==> config.mk <==
export PLATFORM = sky130hd
export DESIGN_NAME = pipe_ctrl
export DESIGN_NICKNAME = d
export VERILOG_FILES = /design/src/rtl/pipe_pkg.sv /design/src/rtl/hazard_detect.sv /design/src/rtl/pipe_ctrl.sv
export SDC_FILE = /design/constraint.sdc
export NUM_CORES = 1
export LEC_CHECK = 0
export ABC_AREA = 1
export BUFFER_PORTS_ARGS = -buffer_cell sky130_fd_sc_hd__buf_2
export CORE_ASPECT_RATIO = 0.9
export CORE_MARGIN = 2
export CORE_UTILIZATION = 47
export DETAILED_ROUTE_END_ITERATION = 8
export PLACE_DENSITY = 0.75
export SLEW_MARGIN = 0
export SYNTH_ARGS = -nofsm -noshare
export SYNTH_HDL_FRONTEND = slang
export SYNTH_SLANG_ARGS = --single-unit
==> constraint.sdc <==
create_clock -name clk -period 1.6 [get_ports clk]
set_input_delay 0.08 -clock clk [delete_from_list [all_inputs] [get_ports clk]]
set_output_delay 0.08 -clock clk [all_outputs]
set_load 0.02 [all_outputs]
==> src/rtl/pipe_pkg.sv <==
// -----------------------------------------------------------------------------
// pipe_pkg
// Shared definitions for the 5-stage core's pipeline sequencing control:
// controller state encoding, drain length, register-address width and the
// bubble-counter width, plus a saturating increment used by the counter.
// -----------------------------------------------------------------------------
package pipe_pkg;

  // Cycles after HALT enters ID/EX before the pipe is empty (EX, MEM, WB).
  localparam int DRAIN_CYCLES = 3;
  localparam int DRAIN_W      = $clog2(DRAIN_CYCLES + 1);
  localparam int REG_AW       = 3;
  localparam int STALL_CNT_W  = 16;

  localparam logic [DRAIN_W-1:0]     DRAIN_LOAD = DRAIN_W'(DRAIN_CYCLES - 1);
  localparam logic [DRAIN_W-1:0]     DRAIN_ONE  = DRAIN_W'(1);
  localparam logic [STALL_CNT_W-1:0] CNT_ONE    = STALL_CNT_W'(1);

  typedef enum logic [1:0] {
    RUN    = 2'd0,
    DRAIN  = 2'd1,
    HALTED = 2'd2
  } pipe_state_e;

  // Increment that sticks at all-ones instead of wrapping.
  function automatic logic [STALL_CNT_W-1:0] sat_inc(input logic [STALL_CNT_W-1:0] v);
    return (&v) ? v : v + CNT_ONE;
  endfunction

endpackage

==> src/rtl/hazard_detect.sv <==
// -----------------------------------------------------------------------------
// hazard_detect
// Combinational read-after-write check of the ID instruction's sources
// (rs, rt) against the older writers in ID/EX and EX/MEM. WB is not compared
// because the register file bypasses a same-cycle write to the read port.
// Ports:
//   id_rs_i, id_rt_i         source addresses of the ID instruction
//   id_rs_vld_i, id_rt_vld_i the ID instruction really reads that source
//   ex_write_reg_i, ex_regwrt_i, ex_nop_i     destination info held in ID/EX
//   mem_write_reg_i, mem_regwrt_i, mem_nop_i  destination info held in EX/MEM
//   raw_hit_o                any valid source matches a live older writer
// -----------------------------------------------------------------------------
import pipe_pkg::*;

module hazard_detect (
  input  logic [REG_AW-1:0] id_rs_i,
  input  logic [REG_AW-1:0] id_rt_i,
  input  logic              id_rs_vld_i,
  input  logic              id_rt_vld_i,
  input  logic [REG_AW-1:0] ex_write_reg_i,
  input  logic              ex_regwrt_i,
  input  logic              ex_nop_i,
  input  logic [REG_AW-1:0] mem_write_reg_i,
  input  logic              mem_regwrt_i,
  input  logic              mem_nop_i,
  output logic              raw_hit_o
);

  logic ex_live;
  logic mem_live;
  logic rs_hit;
  logic rt_hit;

  // A bubble may still carry a stale destination field; only real writers count.
  assign ex_live  = ex_regwrt_i & ~ex_nop_i;
  assign mem_live = mem_regwrt_i & ~mem_nop_i;

  assign rs_hit = id_rs_vld_i &
                  ((ex_live  & (id_rs_i == ex_write_reg_i)) |
                   (mem_live & (id_rs_i == mem_write_reg_i)));
  assign rt_hit = id_rt_vld_i &
                  ((ex_live  & (id_rt_i == ex_write_reg_i)) |
                   (mem_live & (id_rt_i == mem_write_reg_i)));

  assign raw_hit_o = rs_hit | rt_hit;

endmodule

==> src/rtl/pipe_ctrl.sv <==
// -----------------------------------------------------------------------------
// pipe_ctrl
// Pipeline sequencing controller. Each cycle decides whether IF/ID and ID/EX
// advance, hold or take a bubble, covering RAW hazards, EX-resolved redirects,
// data-memory busy freezes and HALT draining.
// Ports:
//   clk, rst                 core clock, synchronous active-high reset
//   id_rs/id_rt(+_vld)       ID sources;  id_halt: ID holds HALT
//   ex_write_reg/regwrt/nop  ID/EX writer; mem_write_reg/regwrt/nop: EX/MEM writer
//   ex_redirect              taken branch/jump resolved in EX
//   mem_busy                 data memory not ready, whole pipe holds
//   pc_stall, ifid_stall, ifid_flush, idex_nop, pipe_freeze
//                            combinational controls sampled at the same edge
//   halted                   registered, pipe fully drained after HALT
//   stall_cnt                registered saturating count of RAW/redirect bubbles
// All outputs read 0 while rst is high.
// -----------------------------------------------------------------------------
import pipe_pkg::*;

module pipe_ctrl (
  input  logic                   clk,
  input  logic                   rst,
  input  logic [REG_AW-1:0]      id_rs,
  input  logic [REG_AW-1:0]      id_rt,
  input  logic                   id_rs_vld,
  input  logic                   id_rt_vld,
  input  logic                   id_halt,
  input  logic [REG_AW-1:0]      ex_write_reg,
  input  logic                   ex_regwrt,
  input  logic                   ex_nop,
  input  logic [REG_AW-1:0]      mem_write_reg,
  input  logic                   mem_regwrt,
  input  logic                   mem_nop,
  input  logic                   ex_redirect,
  input  logic                   mem_busy,
  output logic                   pc_stall,
  output logic                   ifid_stall,
  output logic                   ifid_flush,
  output logic                   idex_nop,
  output logic                   pipe_freeze,
  output logic                   halted,
  output logic [STALL_CNT_W-1:0] stall_cnt
);

  pipe_state_e            state_q, state_d;
  logic [DRAIN_W-1:0]     drain_q, drain_d;
  logic [STALL_CNT_W-1:0] cnt_q,   cnt_d;
  logic                   halted_q;

  logic raw_hit;
  logic pc_stall_c, ifid_stall_c, ifid_flush_c, idex_nop_c, pipe_freeze_c;

  hazard_detect u_hazard (
    .id_rs_i         (id_rs),
    .id_rt_i         (id_rt),
    .id_rs_vld_i     (id_rs_vld),
    .id_rt_vld_i     (id_rt_vld),
    .ex_write_reg_i  (ex_write_reg),
    .ex_regwrt_i     (ex_regwrt),
    .ex_nop_i        (ex_nop),
    .mem_write_reg_i (mem_write_reg),
    .mem_regwrt_i    (mem_regwrt),
    .mem_nop_i       (mem_nop),
    .raw_hit_o       (raw_hit)
  );

  always_comb begin
    pc_stall_c    = 1'b0;
    ifid_stall_c  = 1'b0;
    ifid_flush_c  = 1'b0;
    idex_nop_c    = 1'b0;
    pipe_freeze_c = 1'b0;
    state_d       = state_q;
    drain_d       = drain_q;
    cnt_d         = cnt_q;

    unique case (state_q)
      RUN: begin
        if (mem_busy) begin
          pipe_freeze_c = 1'b1;
        end else if (ex_redirect) begin
          // Flushing IF/ID and bubbling ID/EX kills both wrong-path slots at
          // once; a HALT sitting in ID is squashed with them.
          ifid_flush_c = 1'b1;
          idex_nop_c   = 1'b1;
          cnt_d        = sat_inc(cnt_q);
        end else if (raw_hit) begin
          pc_stall_c   = 1'b1;
          ifid_stall_c = 1'b1;
          idex_nop_c   = 1'b1;
          cnt_d        = sat_inc(cnt_q);
        end else if (id_halt) begin
          state_d = DRAIN;
          drain_d = DRAIN_LOAD;
        end
      end

      DRAIN: begin
        // Everything older than HALT is non-branching, so redirect and RAW
        // inputs are meaningless here and deliberately ignored.
        if (mem_busy) begin
          pipe_freeze_c = 1'b1;
        end else begin
          pc_stall_c   = 1'b1;
          ifid_flush_c = 1'b1;
          idex_nop_c   = 1'b1;
          if (drain_q == '0) begin
            state_d = HALTED;
          end else begin
            drain_d = drain_q - DRAIN_ONE;
          end
        end
      end

      HALTED: begin
        pc_stall_c   = 1'b1;
        ifid_stall_c = 1'b1;
        idex_nop_c   = 1'b1;
      end

      default: begin
        state_d = RUN;
      end
    endcase
  end

  always_ff @(posedge clk) begin
    if (rst) begin
      state_q  <= RUN;
      drain_q  <= '0;
      cnt_q    <= '0;
      halted_q <= 1'b0;
    end else begin
      state_q  <= state_d;
      drain_q  <= drain_d;
      cnt_q    <= cnt_d;
      halted_q <= (state_d == HALTED);
    end
  end

  // Reset masks every output, including the registered ones before the
  // first reset edge has loaded them.
  assign pc_stall    = pc_stall_c    & ~rst;
  assign ifid_stall  = ifid_stall_c  & ~rst;
  assign ifid_flush  = ifid_flush_c  & ~rst;
  assign idex_nop    = idex_nop_c    & ~rst;
  assign pipe_freeze = pipe_freeze_c & ~rst;
  assign halted      = halted_q      & ~rst;
  assign stall_cnt   = rst ? '0 : cnt_q;

endmodule

==> impl_results.md, run 1 <==
- Status: finished, final reports clean
- Fin. max-slew vios: 0
- FF-to-FF Start: cnt_q[0]$_SDFFE_PP0P_
- HPWL after DPL: 3320 um
- Residual DRC: 0
- Syn avg cell area: roughly 5.8 um^2
- Worst skew pair latency: ~0.26 ns
- DR WL/cell: 11.5 um
- Synthesized area: approximately 1700 um^2
- Placed cell area: 2010 um^2
- Crit end category: primary output
- Slew @ Worst Pin: 0.406 ns
- Largest net degree at the start of global routing: 22
- Crit path max fanout: 5
- Top-count cell post-synth: nand2_1
- Prevailing post-synth register cell: dfxtp_1
- CTS Buffer Depth: 2
- CTS tree: built
- GRT Util Overall: between 20% and 30%
- Antenna cells: 0
- Final setup vio count: 0
- Clock root buffer: clkbuf_8
- WL met3: 283 um
- DR vias: 1949
- Flop-to-flop setup slack: ~0.09 ns
- RR Endpoint: cnt_q[15]$_SDFFE_PP0P_
- Ranking of synthesized cells by area: dfxtp_1 25%, nand2_1 20%, inv_1 9.6%
- ANT nets after route: 0
- Seq/Total Area, Yosys: 25.1%
- Routability cong.: approximately 0.95
- Synth-to-layout area growth: 27.1%
- Period utilisation layout: 95.2%
- Max cap viols: 0
- Cell leakage power: 1.04 nW
- Post-synthesis cell count: 289
- Mapped Nets: 314
- IO Count: 45
- Hold path start: id_halt
- DR top layer: met4
- Cell Chain, Critical Path: inv_2 -> nand2_2 -> nor2_4 -> nand3_1 -> a21oi_1 -> buf_2
- Setup crit start kind: register
- Worst path required time: between 1.5 and 2 ns
- Hold-fix buffers, CTS: 0
- Post-synth EDFFs: 0
- Yosys cell types: 24
- Met1 WL: roughly 2000 um
- R2r worst-path depth: 7
- Final wirelength: 4480 um
- Layout cell share with drive strength beyond 1: about a quarter
- Port Buffers: 44
- Initial antenna violation count: 0
- Min-delay worst type: in2reg
- DR vias/cell: 5.00
- RSZ-0062 raised after global routing: true
- Post-Route Setup TNS: 0 ns
- Relative slew slack: just over 70%
- WS Path Type: reg2out
- Area share of the leading cell type in the synthesized netlist: between 20% and 30%
- Initial Utilization: between 40% and 50%
- First-pass GRT wire length: about 7000 um
- Tmin final: around 1.5 ns
- Synth Register Bits: 21
- Hold depth: 3
- Max VDD drop: 0.000236 V
- Met2 wire length: 2060 um
- Pwr dens: 545 nW/um^2
- Initial drt markers: around 160
- H-tree depth: 1
- Die Width: approximately 67 um
- Router iterations before antenna repair: 4
- FP Rows: 20
- Slowest cell on crit path: dfxtp_1
- CTS Buf Count: 3
- Grt ovf: 0
- Synth warn: 0
- Vias in the first global route: between 1500 and 2000
- Reg clk slew, reported paths: 0.08 ns
- Final Hold Violating Endpoints: 0
- Worst Clk Skew: 0.00245 ns
- Top post-synthesis cells by count: 87 x nand2_1, 43 x inv_1, 41 x nor2_1
- # clock sinks: 21
- Hold endpoint: state_q[0]$_SDFF_PP0_
- Core area: 3400 um^2
- WP data arrival: 1.44 ns
- Die Span Y: 60.6 um
- CP peak stage delay: between 0.3 and 0.4 ns
- Max Freq: about 660 MHz
- Die area: roughly 4000 um^2
- Final instance area: 2130 um^2
- Post-synth ARST share: 0%
- Final nets: 372
- Synth area leader: dfxtp_1
## power breakdown
| group | total (mW) | switching, mW | internal [mW] |
|---|---|---|---|
| registers | 0.543 | 0.00971 | 0.533 |
| logic | 0.262 | 0.165 | 0.0963 |
| clock network | 0.353 | 0.179 | 0.174 |
| total | 1.16 | 0.355 | 0.803 |
## per-layer routing
metal  up-vias  track usage [%]
met4         0             7.00
met5         -                0
met2        67             38.1
li1       1036                -
met3         8             2.41
met1       838             30.6
## final cells by class
cell class / instances / area (um^2)
Timing Repair Buffer: 60 / 343
Sequential cell: 21 / 422
Inverter: 47 / 176
Multi-Input combinational cell: 214 / 1080
Fill cell: 330 / 1280
Clock buffer: 3 / 41.3
Clock inverter: 1 / 5.00
Tap cell: 44 / 55.1
## cell families (layout without fill, tap and decap cells)
kind of cell | after synthesis | in the layout | synth area share (%)
buffers and inverters | 55 | 111 | 12.9
adder cells (fa/ha/maj) | 2 | 2 | 1.50
flip-flops | 21 | 21 | 25.1
AND/OR/NAND/NOR | 173 | 174 | 45.9
XOR/XNOR | 12 | 12 | 6.28
AO/OA/AOI/OAI | 26 | 26 | 8.23
## registers in the layout, summed over array words and instances, names as in the netlist
signal	flops
cnt_q	16
drain_q	2
state_q	2
halted_q	1
## worst max-delay path by stage
stage / end / slack [ns] / start / cells after the start
5_1_grt: cnt_q[6]$_SDFFE_PP0P_ / -0.03 / cnt_q[0]$_SDFFE_PP0P_ / 7
2_1_floorplan: ifid_flush / 0.02 / state_q[0]$_SDFF_PP0_ / 2
3_5_place_dp: cnt_q[15]$_SDFFE_PP0P_ / 0.06 / cnt_q[1]$_SDFFE_PP0P_ / 7
3_3_place_gp: cnt_q[1]$_SDFFE_PP0P_ / 0.08 / cnt_q[1]$_SDFFE_PP0P_ / 8
4_1_cts: pc_stall / 0.02 / state_q[0]$_SDFF_PP0_ / 6
6_report: pc_stall / 0.08 / state_q[0]$_SDFF_PP0_ / 6
## metrics by stage
stage	instances	hold slack (ns)	setup slack [ns]	total power [mW]	utilization, %
floorplan	289	0.240	0.0230	0.708	-
global placement	383	0.372	0.0849	0.786	59.2
detailed placement	383	0.376	0.0624	0.789	59.2
CTS	387	0.0963	0.0151	1.15	60.7
global route	390	0.106	-0.0306	1.22	62.5
finish	390	0.0976	0.0767	1.16	62.5
## layout by cell type, fill, tap and decap left out, drive strengths merged
| cell | Yosys | routed |
|---|---|---|
| dfxtp | 21 | 21 |
| clkbuf | 3 | 3 |
| a21oi | 22 | 22 |
| o22ai | 1 | 1 |
| nand3 | 13 | 14 |
| nor3 | 9 | 9 |
| buf | 5 | 60 |
| o21ai | 1 | 1 |
| nand4 | 20 | 20 |
| inv | 47 | 47 |
| a211oi | 1 | 1 |
| nand3b | 1 | 1 |
| a2111oi | 1 | 1 |
| nor2 | 43 | 43 |
| clkinv | 0 | 1 |
| xor2 | 12 | 12 |
| ha | 2 | 2 |
| nand2 | 87 | 87 |
## worst max-delay path: cells and delay by family, from the launching register on
family          cells  cell delay (ns)
compound gates      1             0.14
flops               1             0.34
buf+inv             2             0.28
simple gates        3             0.41
## repair_timing
item                       4_1_cts  5_1_grt
pin swaps                        0        2
gates cloned                     0        1
setup endpoints to repair        2       21
setup buffers                    0        2
gates resized for setup          1        9
Note: power is estimated with default switching activity, not from simulation.
==> run 2: changes to the inputs <==
--- a/config.mk
+++ b/config.mk
@@ -5,13 +5,13 @@
 export SDC_FILE = /design/constraint.sdc
 export NUM_CORES = 1
 export LEC_CHECK = 0
-export ABC_AREA = 1
+export ABC_CLOCK_PERIOD_IN_PS = 1600
 export BUFFER_PORTS_ARGS = -buffer_cell sky130_fd_sc_hd__buf_2
 export CORE_ASPECT_RATIO = 0.9
 export CORE_MARGIN = 2
-export CORE_UTILIZATION = 47
+export CORE_UTILIZATION = 46
 export DETAILED_ROUTE_END_ITERATION = 8
-export PLACE_DENSITY = 0.75
+export PLACE_DENSITY = 0.76
 export SLEW_MARGIN = 0
 export SYNTH_ARGS = -nofsm -noshare
 export SYNTH_HDL_FRONTEND = slang
==> impl_results.md, run 2 <==
- Status: finished, violations left
- Failing checks: negative setup slack
- Flop pwr share: between 50% and 60%
- Ranking of synthesized cells by area: dfxtp_1 29%, nor2_1 7.4%, xor2_1 7.2%
- Clock root buffer: clkbuf_4
- Util after Layout: approximately two thirds
- Largest regs: cnt_q x16, drain_q x2, state_q x2
- Router iterations before antenna repair: 4
- Most frequent cells in the layout: 44 x buf_2, 28 x buf_4, 26 x nor2_1
- Crit path max fanout: 3
- DR WL/cell: around 12 um
- Final nets: 278
- Worst path required time: about 1.8 ns
- Placed Cells: approximately 290
- Tmin final: between 1.5 and 2 ns
- Die Span Y: 57.5 um
- Grt ovf: 0
- FP Rows: 19
- Final Hold Violating Endpoints: 0
- Largest register by flop count: cnt_q
- Pre-CTS WS: -0.118 ns
- Period utilisation layout: 108%
- Reg clk slew, reported paths: 0.12 ns
- Routability cong.: slightly above 0.8
- # clock sinks: 21
- Xor and xnor area share after synthesis: slightly above 7%
- Vias in the first global route: ~1300
- Largest net degree at the start of global routing: between 40 and 50
- Synthesized area: around 1500 um^2
- Setup crit start kind: register
- DR vias: approximately 1500
- Seq/Total Area, Yosys: ~29%
- CTS Buffer Depth: 2
- Initial drt markers: 74
- Largest family of logic cells by synthesized area: simple AND/OR/NAND/NOR gates
- Max cap viols: 0
- Final wirelength: roughly 3700 um
- Synth Area in Compound Gates: a little under a tenth
- Synth-to-layout area growth: 41.4%
- HPWL after DPL: ~2600 um
- Worst Clk Skew: about 0.0055 ns
- Synth area leader: dfxtp_1
- Cell leakage power: 1.01 nW
- WP data arrival: roughly 1.9 ns
- Total power draw: approximately 1.0 mW
- CTS Buf Count: 3
- Top-count cell post-synth: nor2_1
- Slowest cell on crit path: dfxtp_4
- Fin cells: slightly below 300
- Clk pwr share: approximately 25%
- GRT Util Overall: just under 20%
- Port Buffers: 44
- Post-synthesis cell count: approximately 180
- Most common cell after layout, fill and taps aside: buf_2
- Worst skew pair latency: ~0.3 ns
- First-pass GRT wire length: between 5000 and 6000 um
- Crit end category: register
- Fill cell count: around 270
- WP buf/inv: 1
- WS Path Type: reg2reg
- Prevailing post-synth register cell: dfxtp_1
- Final Worst Setup Slack: -0.121 ns
- Internal: between 700 and 800 uW
- Antenna cells: 0
- Layout cell share with drive strength beyond 1: ~47%
- DR vias/cell: approximately 5.2
- Synth Register Bits: 21
- Sw frac: 28.7%
- CP top delay family: flip-flops
- IO Count: 45
- Mux share of post-synthesis cell area: between 10% and 20%
- P_sw: about 290 uW
- Multi-input gate area: ~1100 um^2
- Initial antenna violation count: 0
- Final setup vio count: 12
- Post-synth EDFFs: 0
- Max VDD drop: ~0.0004 V
- Hold Slack: about 0.14 ns
- CTS tree: built
- Post-synth ARST share: 0%
- Mapped Nets: between 200 and 250
- Yosys cell types: between 40 and 50
- Core area: slightly above 3000 um^2
- Die area: 3640 um^2
- Max Freq: approximately 580 MHz
- Top post-synthesis cells by count: 29 x nor2_1, 21 x dfxtp_1, 16 x nor2b_1
- Sequential Area: ~430 um^2
- Pwr dens: ~490 nW/um^2
- Largest register FFs: 16
- Fin. max-slew vios: 0
- Simple-gate share of the synthesized area: 37.8%
- Synth warn: 0
- ANT nets after route: 0
- Slew @ Worst Pin: 0.661 ns
- Min-delay worst type: in2reg
- Comb pwr share: a little over a fifth
- RSZ-0062 raised after global routing: true
- Area share of the leading cell type in the synthesized netlist: approximately 29%
- Post-Synth Adder-Cell Area: under 10%
- Residual DRC: 0
- H-tree depth: 1
- Syn avg cell area: ~8 um^2
- Initial Utilization: approximately half
- Cell Chain, Critical Path: ha_4 -> nand3_4 -> nor2_1 -> a2111oi_2 -> buf_4 -> nand3_1 -> mux2_4
- CP peak stage delay: around 0.38 ns
- Relative slew slack: around 56%
- Die Width: 63.4 um
-- run 2: power groups by stage --
| stage | Clock (mW) | Combinational (mW) | Sequential (mW) |
|---|---|---|---|
| 2_1_floorplan | 0 | 0.119 | 0.551 |
| 3_3_place_gp | 0 | 0.195 | 0.551 |
| 3_5_place_dp | 0 | 0.199 | 0.552 |
| 4_1_cts | 0.259 | 0.204 | 0.539 |
| 6_report | 0.252 | 0.220 | 0.539 |
| 5_1_grt | 0.287 | 0.244 | 0.541 |
-- run 2: area by class of cell --
class,instances,share of cell area (%)
Multi-Input combinational cell,146,52.5
Timing Repair Buffer,73,21.4
Sequential cell,21,20.8
Inverter,8,1.45
Tap cell,42,2.54
Clock buffer,3,1.09
Clock inverter,1,0.242
-- run 2: worst paths after layout --
| path | start | to | slack, ns | cells past startpoint |
|---|---|---|---|---|
| worst max register to register | cnt_q[1]$_SDFFE_PP0P_ | cnt_q[11]$_SDFFE_PP0P_ | -0.12 | 7 |
| worst max-delay path | cnt_q[1]$_SDFFE_PP0P_ | cnt_q[11]$_SDFFE_PP0P_ | -0.12 | 7 |
| worst min-delay path | id_halt | drain_q[0]$_SDFFE_PP0P_ | 0.14 | 4 |
| worst min register to register | drain_q[1]$_SDFFE_PP0P_ | drain_q[1]$_SDFFE_PP0P_ | 0.51 | 1 |
-- run 2: cell families (layout without fill, tap and decap cells) --
| family | count (synthesis) | in the layout |
|---|---|---|
| compound gates | 20 | 20 |
| xor+xnor | 12 | 12 |
| fa+ha+maj | 2 | 2 |
| buf+inv | 16 | 85 |
| flops | 21 | 21 |
| mux | 14 | 14 |
| simple gates | 98 | 98 |
-- run 2: layer usage --
metal	wire (um)	track usage [%]	vias to the layer above	share of wire, %
li1	-	-	779	-
met1	1620	25.7	715	44
met2	1870	34.1	38	51
met3	140	3.55	4	3.8
met4	46	2.80	0	1.3
met5	0	0	-	0
-- run 2: per-stage QoR --
step / area [um^2] / setup TNS (ns)
6_report: 2070 / -0.630
5_1_grt: 2070 / -1.66
4_1_cts: 1980 / -0.498
3_5_place_dp: 1910 / -1.12
3_3_place_gp: 1910 / -0.871
2_1_floorplan: 1490 / -0.251
-- run 2: worst min-delay path: stages --
cell and delay [ns]:
buf_2 0.09, inv_1 0.06, nor2_1 0.06, o22ai_1 0.11
-- run 2: repair_timing --
item | 4_1_cts | 5_1_grt
setup endpoints to repair | 11 | 19
gates resized for setup | 7 | 17
pin swaps | 3 | 5
hold buffers | 0 | 0
buffers inserted | 3 | 3
hold endpoints to repair | 0 | 0
